--- src/rtl/ethernet_pkg.sv ---
// Shared Ethernet datapath types and AXI-Stream keep helpers.
package ethernet_pkg;

  localparam int unsigned AXIS_DATA_W = 64;
  localparam int unsigned AXIS_KEEP_W = 8;

  typedef struct packed {
    logic [AXIS_DATA_W-1:0] tdata;
    logic [AXIS_KEEP_W-1:0] tkeep;
    logic                   tlast;
    logic                   tuser;
  } axis64_beat_t;

  // Number of valid bytes in a beat.
  function automatic logic [3:0] keep_popcount(input logic [7:0] keep);
    logic [3:0] n;
    n = 4'd0;
    for (int i = 0; i < 8; i++) n = n + 4'(keep[i]);
    return n;
  endfunction

  // True when keep is of the form 2^k-1 (valid bytes packed from lane 0).
  function automatic bit keep_is_contig(input logic [7:0] keep);
    logic [7:0] inc;
    inc = keep + 8'd1;
    return (keep & inc) == 8'd0;
  endfunction

endpackage

--- src/rtl/eth_tx_pacer_if.sv ---
// Generator-side and MAC-side AXI-Stream signals of the TX pacer.
interface eth_tx_pacer_if;
  import ethernet_pkg::*;

  logic                   s_axis_tready;
  logic                   s_axis_tvalid;
  logic [AXIS_DATA_W-1:0] s_axis_tdata;
  logic [AXIS_KEEP_W-1:0] s_axis_tkeep;
  logic                   s_axis_tlast;
  logic                   s_axis_tuser;

  logic                   m_axis_tready;
  logic                   m_axis_tvalid;
  logic [AXIS_DATA_W-1:0] m_axis_tdata;
  logic [AXIS_KEEP_W-1:0] m_axis_tkeep;
  logic                   m_axis_tlast;
  logic                   m_axis_tuser;

  // The pacer itself: drives tready upstream and the master stream downstream.
  modport master (
    output s_axis_tready,
    input  s_axis_tvalid, s_axis_tdata, s_axis_tkeep, s_axis_tlast, s_axis_tuser,
    input  m_axis_tready,
    output m_axis_tvalid, m_axis_tdata, m_axis_tkeep, m_axis_tlast, m_axis_tuser
  );

  // Surrounding generator + MAC.
  modport slave (
    input  s_axis_tready,
    output s_axis_tvalid, s_axis_tdata, s_axis_tkeep, s_axis_tlast, s_axis_tuser,
    output m_axis_tready,
    input  m_axis_tvalid, m_axis_tdata, m_axis_tkeep, m_axis_tlast, m_axis_tuser
  );

endinterface

--- src/rtl/axis_skid64.sv ---
// Two-entry register slice (main + skid) for axis64 beats; full rate, outputs from flops.
module axis_skid64
  import ethernet_pkg::*;
(
  input  logic         clk,
  input  logic         rst_n,
  input  logic         in_valid,
  output logic         in_ready,
  input  axis64_beat_t in_beat,
  output logic         out_valid,
  output axis64_beat_t out_beat,
  input  logic         out_ready
);

  logic         skid_valid;
  axis64_beat_t skid_beat;
  logic         in_fire;

  assign in_ready = !skid_valid;
  assign in_fire  = in_valid && !skid_valid;

  // Main register refills from skid first to keep ordering; skid only catches a stalled beat.
  always_ff @(posedge clk or negedge rst_n) begin
    if (!rst_n) begin
      out_valid  <= 1'b0;
      out_beat   <= '0;
      skid_valid <= 1'b0;
      skid_beat  <= '0;
    end else if (!out_valid || out_ready) begin
      if (skid_valid) begin
        out_beat   <= skid_beat;
        out_valid  <= 1'b1;
        skid_valid <= 1'b0;
      end else begin
        out_valid <= in_fire;
        if (in_fire) out_beat <= in_beat;
      end
    end else if (in_fire) begin
      skid_beat  <= in_beat;
      skid_valid <= 1'b1;
    end
  end

endmodule

--- src/rtl/eth_tx_pacer.sv ---
// TX pacer: forwards 64-bit frames to the MAC, enforces a cycle-count inter-frame gap, keeps stats.
module eth_tx_pacer
  import ethernet_pkg::*;
#(
  parameter logic [27:0] IFG_DEFAULT = 28'h00FFFF,
  parameter int unsigned CNT_W       = 32
) (
  input  logic                clk156,
  input  logic                sys_rst_n,
  input  logic                enable,
  input  logic                ifg_sel,
  input  logic [27:0]         ifg_len,
  input  logic                stats_clr,
  eth_tx_pacer_if.master      axis,
  output logic [CNT_W-1:0]    frame_cnt,
  output logic [CNT_W+15:0]   byte_cnt,
  output logic [CNT_W-1:0]    err_cnt,
  output logic                busy
);

  localparam int unsigned IFG_W  = 28;
  localparam int unsigned BYTE_W = CNT_W + 16;

  typedef enum logic [1:0] {ST_IDLE, ST_PASS, ST_GAP} state_t;

  state_t             state_q, state_d;
  logic               enable_q;
  logic [IFG_W-1:0]   gap_cnt_q;
  logic [IFG_W-1:0]   gap_len;
  logic               allow;
  logic               skid_in_ready;
  logic               s_fire;
  axis64_beat_t       s_beat, m_beat;
  logic               m_valid, m_fire;
  logic               bad_beat, err_sticky_q;

  assign s_beat = '{tdata: axis.s_axis_tdata, tkeep: axis.s_axis_tkeep,
                    tlast: axis.s_axis_tlast, tuser: axis.s_axis_tuser};
  assign axis.s_axis_tready = allow && skid_in_ready;
  assign s_fire  = axis.s_axis_tvalid && axis.s_axis_tready;
  assign gap_len = ifg_sel ? ifg_len : IFG_DEFAULT;

  always_ff @(posedge clk156 or negedge sys_rst_n) begin
    if (!sys_rst_n) begin
      state_q  <= ST_IDLE;
      enable_q <= 1'b0;
    end else begin
      state_q  <= state_d;
      enable_q <= enable;
    end
  end

  // A zero-length gap skips GAP entirely so frames can run back-to-back.
  always_comb begin
    state_d = state_q;
    case (state_q)
      ST_IDLE: if (s_fire) state_d = s_beat.tlast ? ((gap_len == '0) ? ST_IDLE : ST_GAP) : ST_PASS;
      ST_PASS: if (s_fire && s_beat.tlast) state_d = (gap_len == '0) ? ST_IDLE : ST_GAP;
      ST_GAP:  if (gap_cnt_q <= IFG_W'(1)) state_d = ST_IDLE;
      default: state_d = ST_IDLE;
    endcase
  end

  always_comb begin
    allow = 1'b0;
    busy  = 1'b0;
    allow = (state_q == ST_PASS) || (state_q == ST_IDLE && enable_q);
    busy  = (state_q != ST_IDLE) || m_valid;
  end

  // Loaded on the tlast acceptance; counts real time regardless of downstream stalls.
  always_ff @(posedge clk156 or negedge sys_rst_n) begin
    if (!sys_rst_n)                      gap_cnt_q <= '0;
    else if (s_fire && s_beat.tlast)     gap_cnt_q <= gap_len;
    else if (state_q == ST_GAP && gap_cnt_q != '0) gap_cnt_q <= gap_cnt_q - IFG_W'(1);
  end

  axis_skid64 u_skid (
    .clk       (clk156),
    .rst_n     (sys_rst_n),
    .in_valid  (axis.s_axis_tvalid && allow),
    .in_ready  (skid_in_ready),
    .in_beat   (s_beat),
    .out_valid (m_valid),
    .out_beat  (m_beat),
    .out_ready (axis.m_axis_tready)
  );

  assign axis.m_axis_tvalid = m_valid;
  assign axis.m_axis_tdata  = m_beat.tdata;
  assign axis.m_axis_tkeep  = m_beat.tkeep;
  assign axis.m_axis_tlast  = m_beat.tlast;
  assign axis.m_axis_tuser  = m_beat.tuser;

  assign m_fire   = m_valid && axis.m_axis_tready;
  assign bad_beat = m_beat.tuser || !keep_is_contig(m_beat.tkeep) ||
                    (!m_beat.tlast && m_beat.tkeep != 8'hFF);

  always_ff @(posedge clk156 or negedge sys_rst_n) begin
    if (!sys_rst_n)  err_sticky_q <= 1'b0;
    else if (m_fire) err_sticky_q <= m_beat.tlast ? 1'b0 : (err_sticky_q || bad_beat);
  end

  // Clear takes priority over a coincident increment.
  always_ff @(posedge clk156 or negedge sys_rst_n) begin
    if (!sys_rst_n) begin
      frame_cnt <= '0;
      byte_cnt  <= '0;
      err_cnt   <= '0;
    end else if (stats_clr) begin
      frame_cnt <= '0;
      byte_cnt  <= '0;
      err_cnt   <= '0;
    end else if (m_fire) begin
      byte_cnt <= byte_cnt + BYTE_W'(keep_popcount(m_beat.tkeep));
      if (m_beat.tlast) begin
        frame_cnt <= frame_cnt + CNT_W'(1);
        if (err_sticky_q || bad_beat) err_cnt <= err_cnt + CNT_W'(1);
      end
    end
  end

endmodule

--- src/flat_wrapper.sv ---
// flat-port wrapper written by rule: the top's interface ports become plain ports
module eth_tx_pacer_flat import ethernet_pkg::*;
#(
  parameter logic [27:0] IFG_DEFAULT = 28'h00FFFF,
  parameter int unsigned CNT_W       = 32
)
  (clk156, sys_rst_n, enable, ifg_sel, ifg_len, stats_clr, frame_cnt, byte_cnt, err_cnt, busy, axis_s_axis_tready, axis_s_axis_tvalid, axis_s_axis_tdata, axis_s_axis_tkeep, axis_s_axis_tlast, axis_s_axis_tuser, axis_m_axis_tready, axis_m_axis_tvalid, axis_m_axis_tdata, axis_m_axis_tkeep, axis_m_axis_tlast, axis_m_axis_tuser);
  eth_tx_pacer_if axis_i ();
  input  logic clk156;
  input  logic sys_rst_n;
  input  logic enable;
  input  logic ifg_sel;
  input  logic [27:0] ifg_len;
  input  logic stats_clr;
  output logic [CNT_W-1:0] frame_cnt;
  output logic [CNT_W+15:0] byte_cnt;
  output logic [CNT_W-1:0] err_cnt;
  output logic busy;
  output wire logic [$bits(axis_i.s_axis_tready)-1:0] axis_s_axis_tready;
  input wire logic [$bits(axis_i.s_axis_tvalid)-1:0] axis_s_axis_tvalid;
  input wire logic [$bits(axis_i.s_axis_tdata)-1:0] axis_s_axis_tdata;
  input wire logic [$bits(axis_i.s_axis_tkeep)-1:0] axis_s_axis_tkeep;
  input wire logic [$bits(axis_i.s_axis_tlast)-1:0] axis_s_axis_tlast;
  input wire logic [$bits(axis_i.s_axis_tuser)-1:0] axis_s_axis_tuser;
  input wire logic [$bits(axis_i.m_axis_tready)-1:0] axis_m_axis_tready;
  output wire logic [$bits(axis_i.m_axis_tvalid)-1:0] axis_m_axis_tvalid;
  output wire logic [$bits(axis_i.m_axis_tdata)-1:0] axis_m_axis_tdata;
  output wire logic [$bits(axis_i.m_axis_tkeep)-1:0] axis_m_axis_tkeep;
  output wire logic [$bits(axis_i.m_axis_tlast)-1:0] axis_m_axis_tlast;
  output wire logic [$bits(axis_i.m_axis_tuser)-1:0] axis_m_axis_tuser;
  assign axis_s_axis_tready = axis_i.s_axis_tready;
  assign axis_i.s_axis_tvalid = axis_s_axis_tvalid;
  assign axis_i.s_axis_tdata = axis_s_axis_tdata;
  assign axis_i.s_axis_tkeep = axis_s_axis_tkeep;
  assign axis_i.s_axis_tlast = axis_s_axis_tlast;
  assign axis_i.s_axis_tuser = axis_s_axis_tuser;
  assign axis_i.m_axis_tready = axis_m_axis_tready;
  assign axis_m_axis_tvalid = axis_i.m_axis_tvalid;
  assign axis_m_axis_tdata = axis_i.m_axis_tdata;
  assign axis_m_axis_tkeep = axis_i.m_axis_tkeep;
  assign axis_m_axis_tlast = axis_i.m_axis_tlast;
  assign axis_m_axis_tuser = axis_i.m_axis_tuser;
  eth_tx_pacer #(.IFG_DEFAULT(IFG_DEFAULT), .CNT_W(CNT_W)) u_core (.clk156(clk156), .sys_rst_n(sys_rst_n), .enable(enable), .ifg_sel(ifg_sel), .ifg_len(ifg_len), .stats_clr(stats_clr), .axis(axis_i), .frame_cnt(frame_cnt), .byte_cnt(byte_cnt), .err_cnt(err_cnt), .busy(busy));
endmodule
--- config.mk ---
export PLATFORM = sky130hd
export DESIGN_NAME = eth_tx_pacer_flat
export DESIGN_NICKNAME = d
export VERILOG_FILES = /design/src/rtl/ethernet_pkg.sv /design/src/rtl/eth_tx_pacer_if.sv /design/src/rtl/axis_skid64.sv /design/src/rtl/eth_tx_pacer.sv /design/src/flat_wrapper.sv
export SDC_FILE = /design/constraint.sdc
export NUM_CORES = 1
export LEC_CHECK = 0
export ABC_AREA = 0
export BUFFER_PORTS_ARGS = -buffer_cell sky130_fd_sc_hd__buf_4
export CORE_UTILIZATION = 55
export DETAILED_ROUTE_END_ITERATION = 12
export PLACE_DENSITY_LB_ADDON = 0.2
export SETUP_SLACK_MARGIN = 0.5
export SLEW_MARGIN = 40
export SYNTH_ARGS = -nofsm -noshare
export SYNTH_HDL_FRONTEND = slang
export SYNTH_SLANG_ARGS = --single-unit
export TNS_END_PERCENT = 1
--- constraint.sdc ---
create_clock -name clk156 -period 5.33 [get_ports clk156]
set_clock_uncertainty 0.1 [all_clocks]
set_input_delay 0 -clock clk156 [delete_from_list [all_inputs] [get_ports clk156]]
set_output_delay 0 -clock clk156 [all_outputs]
set_load 0.05 [all_outputs]
==> flow_summary.ini, run 1 <==
[final_layout]
fin_nets = 1946
area_delta_synth_final_pct = 33.67
layout_commonest_cell = buf_4
layout_common_cells = buf_4, dfrtp_1, nand2_1
drive_gt1_share_pct = 25.49
final_core_util_pct = 74.79
design_area_sq_mm = 0.01943

[critical_path]
worstPathMaxFanout = 17
crit_required_ns = 5.70
criticalPathCategory = reg2reg
start_kind = flip-flop
endpoint_kind = flip-flop
crit_arrival_ns = 5.01

[power_and_ir_drop]
p_seq_share_pct = 45.9
ir_worst_vdd_mv = 0.2734
clkPwrFrac_pct = 43.9
power_density_mw_per_mm2 = 257.6
p_switching_mw = 1.238
sw_frac_of_total_pct = 24.72
p_leak_nw = 8.610
pwr-share-comb_pct = 10.2
internal_power_mw = 3.768

[synth]
ys_ff_latch = 294
syn_nets = 1553
synthCells = 1427
ys_seq_area_share_pct = 50.60
ys_types = 64
avgSynthCellArea_sq_um = 10.19
syn_area_sq_mm = 0.01454
ys_warn_count = 0
synth-main-ff-cell = dfrtp_1
synth_edf_count = 0
async_reset_ff_share_pct = 100.0

[outcome]
run_status = finished, final reports clean

[global_routing]
grt_overflow = 0
grt_pass1_wl_um = 66010
grt_max_degree = 86
grt_use_total_pct = 30.35
antenna_found_initial = 5
grt_pass1_vias = 13100

[sta]
max_freq_ghz = 0.2157
drv_slew = 0
timing.final.crit_share_pct = 86.96
setup_ws_ns = 0.6950
maxSlewHeadroom_pct = 48.22
rsz0062_at_grt = false
hold_viol = 0
setup_viol = 0
fin_setup_tns_ns = 0
fin_crit_ns = 4.635
tightestPinTransition_ns = 0.7733

[detailed_routing]
viasPerCell = 5.997
maxUsedRoutingLayer = met4
routedWlPerCell_um = 19.02
drt_wl_total_um = 41570
drc = 0
dr.pass1.iters = 5
wl_met2_um = 20140
met1_length_um = 16420
vias = 13100
wl_met3_um = 3215
ant_nets = 0
drt_iter0_markers = 1206

[cts]
cts_made_buffers = 31
path_clk_slew_ns = 0.06
clockRootBuffer = clkbuf_16
insertion_delay_ns = 0.56
htreeDepth = 1
cts.sinks = 294
cts.path.max_buffers = 3
cts_tree = yes

[die]
start_util_pct = 55.95
die_area_sq_mm = 0.02709
io-pin-count = 298
die_h_um = 164.6
die_w_um = 164.6
core_area_sq_mm = 0.02598
rows = 59

[placed_design]
hpwl_um = 25820
dp_slack_ns = 0.6333
place_congestion = 0.8725
dpl-instance-area_sq_mm = 0.01700
io_buffers = 297

[job]
drv_cap = 0

[min_path]
hold_path.class = in2reg
worst paths after layout:
kind	start	to	slack, ns	cells after the start
hold / removal	ifg_sel	u_core.gap_cnt_q[11]	0.08	4
max in group asynchronous	sys_rst_n	u_core.u_skid.out_beat[3]	3.86	4
hold reg to reg	u_core.u_skid.out_beat[19]	u_core.u_skid.out_beat[19]	0.38	2
setup reg to reg	u_core.u_skid.out_beat[3]	u_core.byte_cnt[26]	0.69	13
setup / recovery	u_core.u_skid.out_beat[3]	u_core.byte_cnt[26]	0.69	13
min in group asynchronous	sys_rst_n	u_core.u_skid.skid_beat[10]	0.33	3
cells in the mapped netlist (all sizes together), types with 2 or more instances:
cell type,number,area share [%]
o21a,3,0.15
clkbuf,73,1.9
mux2,76,5.9
a211o,4,0.24
nand2,133,3.4
or2,9,0.39
o2111ai,2,0.12
nor3,37,1.3
xor2,28,1.7
and3,18,0.77
ha,12,1.0
mux2i,76,5.2
o31ai,23,1.2
nand4,40,1.7
or4b,2,0.14
o211ai,12,0.62
or3,42,1.8
xnor2,22,1.3
inv,31,0.80
o21ai,118,4.1
nor2,72,1.9
nor4b,2,0.12
nand3,50,1.7
o31a,4,0.24
o311ai,7,0.42
nor3b,2,0.14
and2,3,0.13
a211oi,7,0.36
fa,5,0.69
and4,16,0.96
dfrtp,294,51
nand2b,5,0.22
a21oi,83,2.9
nand4b,4,0.24
or4,33,1.8
nor4,31,1.5
a21o,3,0.15
a31oi,10,0.43
a31o,2,0.12
buf,13,0.52
nor2b,6,0.26
kinds of logic after synthesis:
group,synth area share (%)
buffers and inverters,3.210
XOR/XNOR,3.012
AND/OR/NAND/NOR,18.54
AO/OA/AOI/OAI,11.80
flip-flops,50.60
multiplexers,11.12
adder cells (fa/ha/maj),1.721
area by class of cell:
cell class / instances / area [sq um]
Timing Repair Buffer: 446 / 3719
Clock inverter: 10 / 106.4
Clock buffer: 47 / 935.9
Multi-Input combinational cell: 1016 / 6759
Fill cell: 1789 / 6551
Antenna cell: 6 / 15.01
Inverter: 31 / 116.4
Sequential cell: 294 / 7363
Tap cell: 335 / 419.2
metal layers:
layer,track usage [%],vias to the layer above
met5,0,-
met2,49.96,554
li1,-,6016
met3,7.007,134
met4,13.26,0
met1,38.24,6400
power by group through the flow:
stage	Clock [mW]	Sequential, mW	Combinational [mW]
after global routing	2.31	2.30	0.554
after floorplan	0	2.45	0.105
final	2.20	2.30	0.511
after detailed placement	0	2.34	0.431
after global placement	0	2.34	0.422
after CTS	2.22	2.30	0.502
worst max-delay path, cell delays in order, from the launching register on:
cell and delay, ns:
dfrtp_2 0.44, ha_1 0.30, fa_1 0.51, fa_1 0.44
fa_2 0.37, fa_1 0.49, fa_1 0.43, nand2b_1 0.20
a211oi_1 0.21, buf_4 0.16, nand3_1 0.08, buf_6 0.18
or4_1 0.50, a21oi_1 0.15
timing repair:
| item | CTS | global route |
|---|---|---|
| setup endpoints to repair | 0 | 4 |
| hold buffers | 132 | 0 |
| gates resized for setup | 0 | 2 |
| hold endpoints to repair | 350 | 0 |
| setup buffers | 0 | 2 |
stage by stage:
stage | hold slack (ns) | total power [mW] | std cells
floorplan | -0.3956 | 2.554 | 1427
global placement | -0.03991 | 2.759 | 1988
detailed placement | -0.05206 | 2.770 | 1988
CTS | 0.0009250 | 5.025 | 2177
global route | 0.1202 | 5.164 | 2184
finish | 0.07518 | 5.006 | 2185
flip-flops by register name, summed over array words and instances (netlist names), 2 cells and up:
name                     count
u_core.state_q               2
u_core.err_cnt              32
u_core.u_skid.skid_beat     74
u_core.gap_cnt_q            28
u_core.byte_cnt             48
u_core.frame_cnt            32
u_core.u_skid.out_beat      74
Note: power is estimated with default switching activity, not from simulation.
==> run 2, diff against run 1 <==
- MAX_ROUTING_LAYER: default -> met4
- REMOVE_ABC_BUFFERS: default -> 1
==> run 2 against run 1 <==
Against the previous run: critical path depth did not move; clock-buffer cell count grew 3; sequential power hardly changed; final cell count stayed put; fmax shrank 1.9%; setup slack got worse by 0.088 ns; total power rose by 2.2%; register-to-register slack worse by 0.09 ns; die area did not move; non-clock buffer count is 2 lower; routed wire length fell by 0.75%; clock power rose by 5%.
==> flow_summary.ini, run 2 (synthesized netlist as in run 1, its figures left out) <==
[min_path]
hold_path.class = in2async

[cts]
insertion_delay_ns = 0.51
htreeDepth = 2
clockRootBuffer = clkbuf_16
path_clk_slew_ns = 0.06
cts.sinks = 294
cts_made_buffers = 34
cts_tree = yes
cts.path.max_buffers = 3

[sta]
fin_hold_ws_ns = 0.02944
max_freq_ghz = 0.2117
hold_viol = 0
drv_slew = 0
setup_viol = 0
tightestPinTransition_ns = 0.8050
fin_crit_ns = 4.723
maxSlewHeadroom_pct = 46.33
rsz0062_at_grt = true
timing.final.crit_share_pct = 88.61
fin_setup_tns_ns = 0

[die]
start_util_pct = 55.95
rows = 59
io-pin-count = 298
die_area_sq_mm = 0.02709
die_h_um = 164.6
core_area_sq_mm = 0.02598
die_w_um = 164.6

[critical_path]
r2r_setup_slack_ns = 0.61
crit_chain = inv_1, ha_1, fa_1, fa_1, fa_1, fa_1, fa_1, nand2b_1, a211oi_2, nand3_2, buf_4, or4_1, a21oi_1
worstPathMaxFanout = 13
cp_common_cell = fa_1
max_stage_delay_ns = 0.51
start_kind = flip-flop
crit_arrival_ns = 5.04
reg2reg_depth = 13
criticalPathCategory = reg2reg
r2r-start = u_core.u_skid.out_beat[2]
crit_required_ns = 5.65
crit_end = u_core.byte_cnt[24]
crit_slowest_cell = fa_1
startpoint = u_core.u_skid.out_beat[2]
reg2reg_to = u_core.byte_cnt[24]
endpoint_kind = flip-flop

[final_layout]
layout_common_cells = buf_4, dfrtp_1, nand2_1
final_core_util_pct = 74.98
reg_top3 = u_core.u_skid.out_beat: 74 flops, u_core.u_skid.skid_beat: 74 flops, u_core.byte_cnt: 48 flops
layout_commonest_cell = buf_4
drive_gt1_share_pct = 25.60
fin_nets = 1947
area_delta_synth_final_pct = 34.01

[power_and_ir_drop]
p_leak_nw = 8.630
power_density_mw_per_mm2 = 262.5
ir_worst_vdd_mv = 0.2427

[placed_design]
hpwl_um = 25410
io_buffers = 297
place_congestion = 0.8725

[job]
drv_cap = 0

[global_routing]
grt_overflow = 0
grt_pass1_vias = 12990
grt_max_degree = 143
antenna_found_initial = 6
grt_use_total_pct = 30.99
grt_pass1_wl_um = 65370

[detailed_routing]
drt_wl_total_um = 41250
viasPerCell = 5.998
drc = 0
routedWlPerCell_um = 18.88
ant_nets = 0
vias = 13110
drt_iter0_markers = 1160
dr.pass1.iters = 5

[outcome]
run_status = finished, final reports clean
[run 2: cell count changes in the layout (fill, tap and decap cells not counted), sizes merged]
cell         before  now
buf             315  317
bufinv            2    1
clkbuf           47   50
clkinvlp          1    0
dlygate4sd3     131  127
inv              32   33
[run 2: what timing repair did]
action / 4_1_cts / 5_1_grt
hold buffers: 127 / 0
buffers inserted: 5 / 1
endpoints found under the setup margin: 8 / 11
gates resized for setup: 1 / 1
gates cloned: 0 / 0
hold endpoints to repair: 316 / 0
pin swaps: 1 / 1
[run 2: worst min path at each step]
stage                   start                   to  slack, ns  cells past startpoint
finish              sys_rst_n  u_core.byte_cnt[23]       0.03                      2
CTS                    enable      u_core.enable_q       0.02                      2
detailed placement  sys_rst_n  u_core.byte_cnt[23]      -0.02                      1
global placement    sys_rst_n  u_core.byte_cnt[33]      -0.02                      1
floorplan           sys_rst_n   u_core.byte_cnt[0]      -0.40                      0
global route           enable      u_core.enable_q       0.05                      2
[run 2: through the flow]
| stage | setup slack (ns) | cell area, sq um | total power, mW | instances |
|---|---|---|---|---|
| global placement | 0.4552 | 16980 | 2.758 | 1986 |
| global route | 0.4498 | 19480 | 5.275 | 2185 |
| CTS | 0.5260 | 19400 | 5.137 | 2177 |
| finish | 0.6073 | 19480 | 5.115 | 2185 |
| floorplan | -4.452 | 14190 | 2.540 | 1341 |
| detailed placement | 0.3161 | 16980 | 2.769 | 1986 |
[run 2: routing by layer]
| layer | share of wire [%] | global-route usage, % | up-vias |
|---|---|---|---|
| met5 | 0 | - | - |
| met4 | 3.8 | 11.88 | 0 |
| met3 | 7.3 | 6.554 | 134 |
| met2 | 49 | 49.83 | 545 |
| met1 | 40 | 38.41 | 6406 |
| li1 | - | - | 6021 |
[run 2: final cells by class]
| type | count | area, sq um |
|---|---|---|
| flip-flops and latches | 294 | 7361 |
| multi-input cells | 1016 | 6774 |
| fillers | 1767 | 6501 |
| repair buffers | 444 | 3695 |
| clock buffers | 50 | 1011 |
| well taps | 335 | 419.2 |
| inverters | 31 | 116.4 |
| clock inverters | 9 | 92.59 |
| diodes | 6 | 15.01 |
[run 2: critical path: cells and delay by family (launching register included)]
family	cells	cell delay, ns
buf+inv	2	0.27
simple gates	3	0.82
compound gates	2	0.42
fa+ha+maj	6	2.60
flops	1	0.42
[run 2: report_power, final]
part	switching [mW]	leakage [nW]	internal [mW]
Clock	0.936	0.548	1.37
Sequential	0.0320	3.91	2.27
Combinational	0.312	4.17	0.200
Total	1.28	8.63	3.83
==> run 3, diff against run 2 <==
- REMOVE_ABC_BUFFERS: 1 -> default
==> run 3 against run 2 <==
Against the previous run: first-iteration DRC count increased by 2.9%; total power shrank 2.1%; largest power group unchanged; non-clock buffer count up 2; critical path depth is the same; register-to-register slack better by 0.07 ns.
==> flow_summary.ini, run 3 (synthesized netlist as in run 1, its figures left out) <==
[outcome]
run_status = finished, final reports clean

[sta]
tightestPinTransition_ns = 0.7726
max_freq_ghz = 0.2150
fin_crit_ns = 4.650
fin_setup_tns_ns = 0
rsz0062_at_grt = false
hold_viol = 0
maxSlewHeadroom_pct = 48.27
drv_slew = 0
timing.final.crit_share_pct = 87.25
setup_viol = 0

[die]
io-pin-count = 298
rows = 59
die_area_sq_mm = 0.02709
die_w_um = 164.6
start_util_pct = 55.95
die_h_um = 164.6
core_area_sq_mm = 0.02598

[cts]
clockRootBuffer = clkbuf_16
insertion_delay_ns = 0.56
cts.path.max_buffers = 3
cts_made_buffers = 31
cts.sinks = 294
path_clk_slew_ns = 0.06
htreeDepth = 1
cts_tree = yes

[min_path]
hold_end = u_core.gap_cnt_q[11]
hold_path.class = in2reg
min_path_cells = 4
min_from = ifg_sel

[detailed_routing]
drc = 0
vias = 13090
viasPerCell = 5.989
dr.pass1.iters = 5
routedWlPerCell_um = 19.03
drt_wl_total_um = 41590
drt_iter0_markers = 1194
ant_nets = 0

[critical_path]
crit_arrival_ns = 5.02
endpoint_kind = flip-flop
criticalPathCategory = reg2reg
r2r-start = u_core.u_skid.out_beat[3]
reg2reg_depth = 13
r2r_setup_slack_ns = 0.68
worstPathMaxFanout = 17
start_kind = flip-flop
reg2reg_to = u_core.byte_cnt[26]
crit_required_ns = 5.70

[final_layout]
fillers = 1789
layout_common_cells = buf_4, dfrtp_1, nand2_1
finalNonFillerCells = 2185
layout_commonest_cell = buf_4
fin_nets = 1946
drive_gt1_share_pct = 25.49
reg_top3 = u_core.u_skid.out_beat: 74 flops, u_core.u_skid.skid_beat: 74 flops, u_core.byte_cnt: 48 flops
area_delta_synth_final_pct = 33.67

[job]
drv_cap = 0

[power_and_ir_drop]
power_density_mw_per_mm2 = 257.7
ir_worst_vdd_mv = 0.2735
p_leak_nw = 8.610
finalPower_mw = 5.008

[global_routing]
grt_pass1_wl_um = 65930
grt_use_total_pct = 31.21
grt_overflow = 0
antenna_found_initial = 5
grt_pass1_vias = 13070
grt_max_degree = 86

[placed_design]
io_buffers = 297
place_congestion = 0.8867
placedCellCount = 1988
hpwl_um = 25820
[run 3: cell types whose count changed in the layout (fill, tap and decap cells not counted), sizes merged]
cell and change:
bufinv +1, dlygate4sd3 +4, buf -2, clkbuf -3, inv -1, clkinvlp +1
[run 3: final cells by class]
type	count	area [sq um]	share of cell area, %
clock inverter	10	106.4	0.5473
antenna	6	15.01	0.07726
timing repair buffer	446	3719	19.13
inverter	31	116.4	0.5988
sequential	294	7363	37.89
multi-input combinational	1016	6759	34.78
clock buffer	47	935.9	4.816
tap	335	419.2	2.157
[run 3: power by group]
part | leakage [nW] | switching (mW) | internal [mW] | total [mW]
clock | 0.517 | 0.897 | 1.30 | 2.20
sequential | 3.91 | 0.0323 | 2.27 | 2.30
combinational | 4.18 | 0.310 | 0.201 | 0.510
[run 3: worst max path at each step]
stage | endpoint | startpoint | slack (ns)
finish | u_core.byte_cnt[26] | u_core.u_skid.out_beat[3] | 0.68
global route | u_core.byte_cnt[24] | u_core.u_skid.out_beat[3] | 0.51
CTS | u_core.byte_cnt[26] | u_core.u_skid.out_beat[2] | 0.60
detailed placement | u_core.byte_cnt[26] | u_core.u_skid.out_beat[2] | 0.63
global placement | u_core.byte_cnt[26] | u_core.u_skid.out_beat[2] | 0.68
floorplan | u_core.byte_cnt[44] | u_core.u_skid.out_beat[4] | 0.50
[run 3: layer usage]
layer | up-vias | GRT usage [%] | share of wire [%] | wire length [um]
met2 | 525 | 50.04 | 49 | 20180
met3 | 128 | 6.178 | 7.2 | 2999
li1 | 6024 | - | - | -
met4 | 0 | 13.30 | 4.1 | 1713
met1 | 6409 | 38.58 | 40 | 16700
met5 | - | - | 0 | 0
[run 3: worst max-delay path: stages, from the launching register on]
cell	delay [ns]
dfrtp_2	0.44
ha_1	0.30
fa_1	0.51
fa_1	0.44
fa_2	0.37
fa_1	0.49
fa_1	0.43
nand2b_1	0.20
a211oi_1	0.21
buf_4	0.16
nand3_1	0.08
buf_6	0.18
or4_1	0.51
a21oi_1	0.16
[run 3: what timing repair did]
item | 4_1_cts | 5_1_grt
hold endpoints to repair | 350 | 0
buffers inserted | 0 | 2
hold buffers | 132 | 0
resized for setup | 0 | 2
setup endpoints to repair | 0 | 4
[run 3: stage by stage]
stage	worst slack, ns	utilization [%]	hold slack, ns	area, sq um
floorplan	0.5004	-	-0.3956	14540
global placement	0.6765	65.38	-0.03991	16990
detailed placement	0.6333	65.43	-0.05206	17000
CTS	0.6040	74.60	0.0009250	19380
global route	0.5114	74.78	0.1200	19430
finish	0.6797	74.79	0.08556	19430
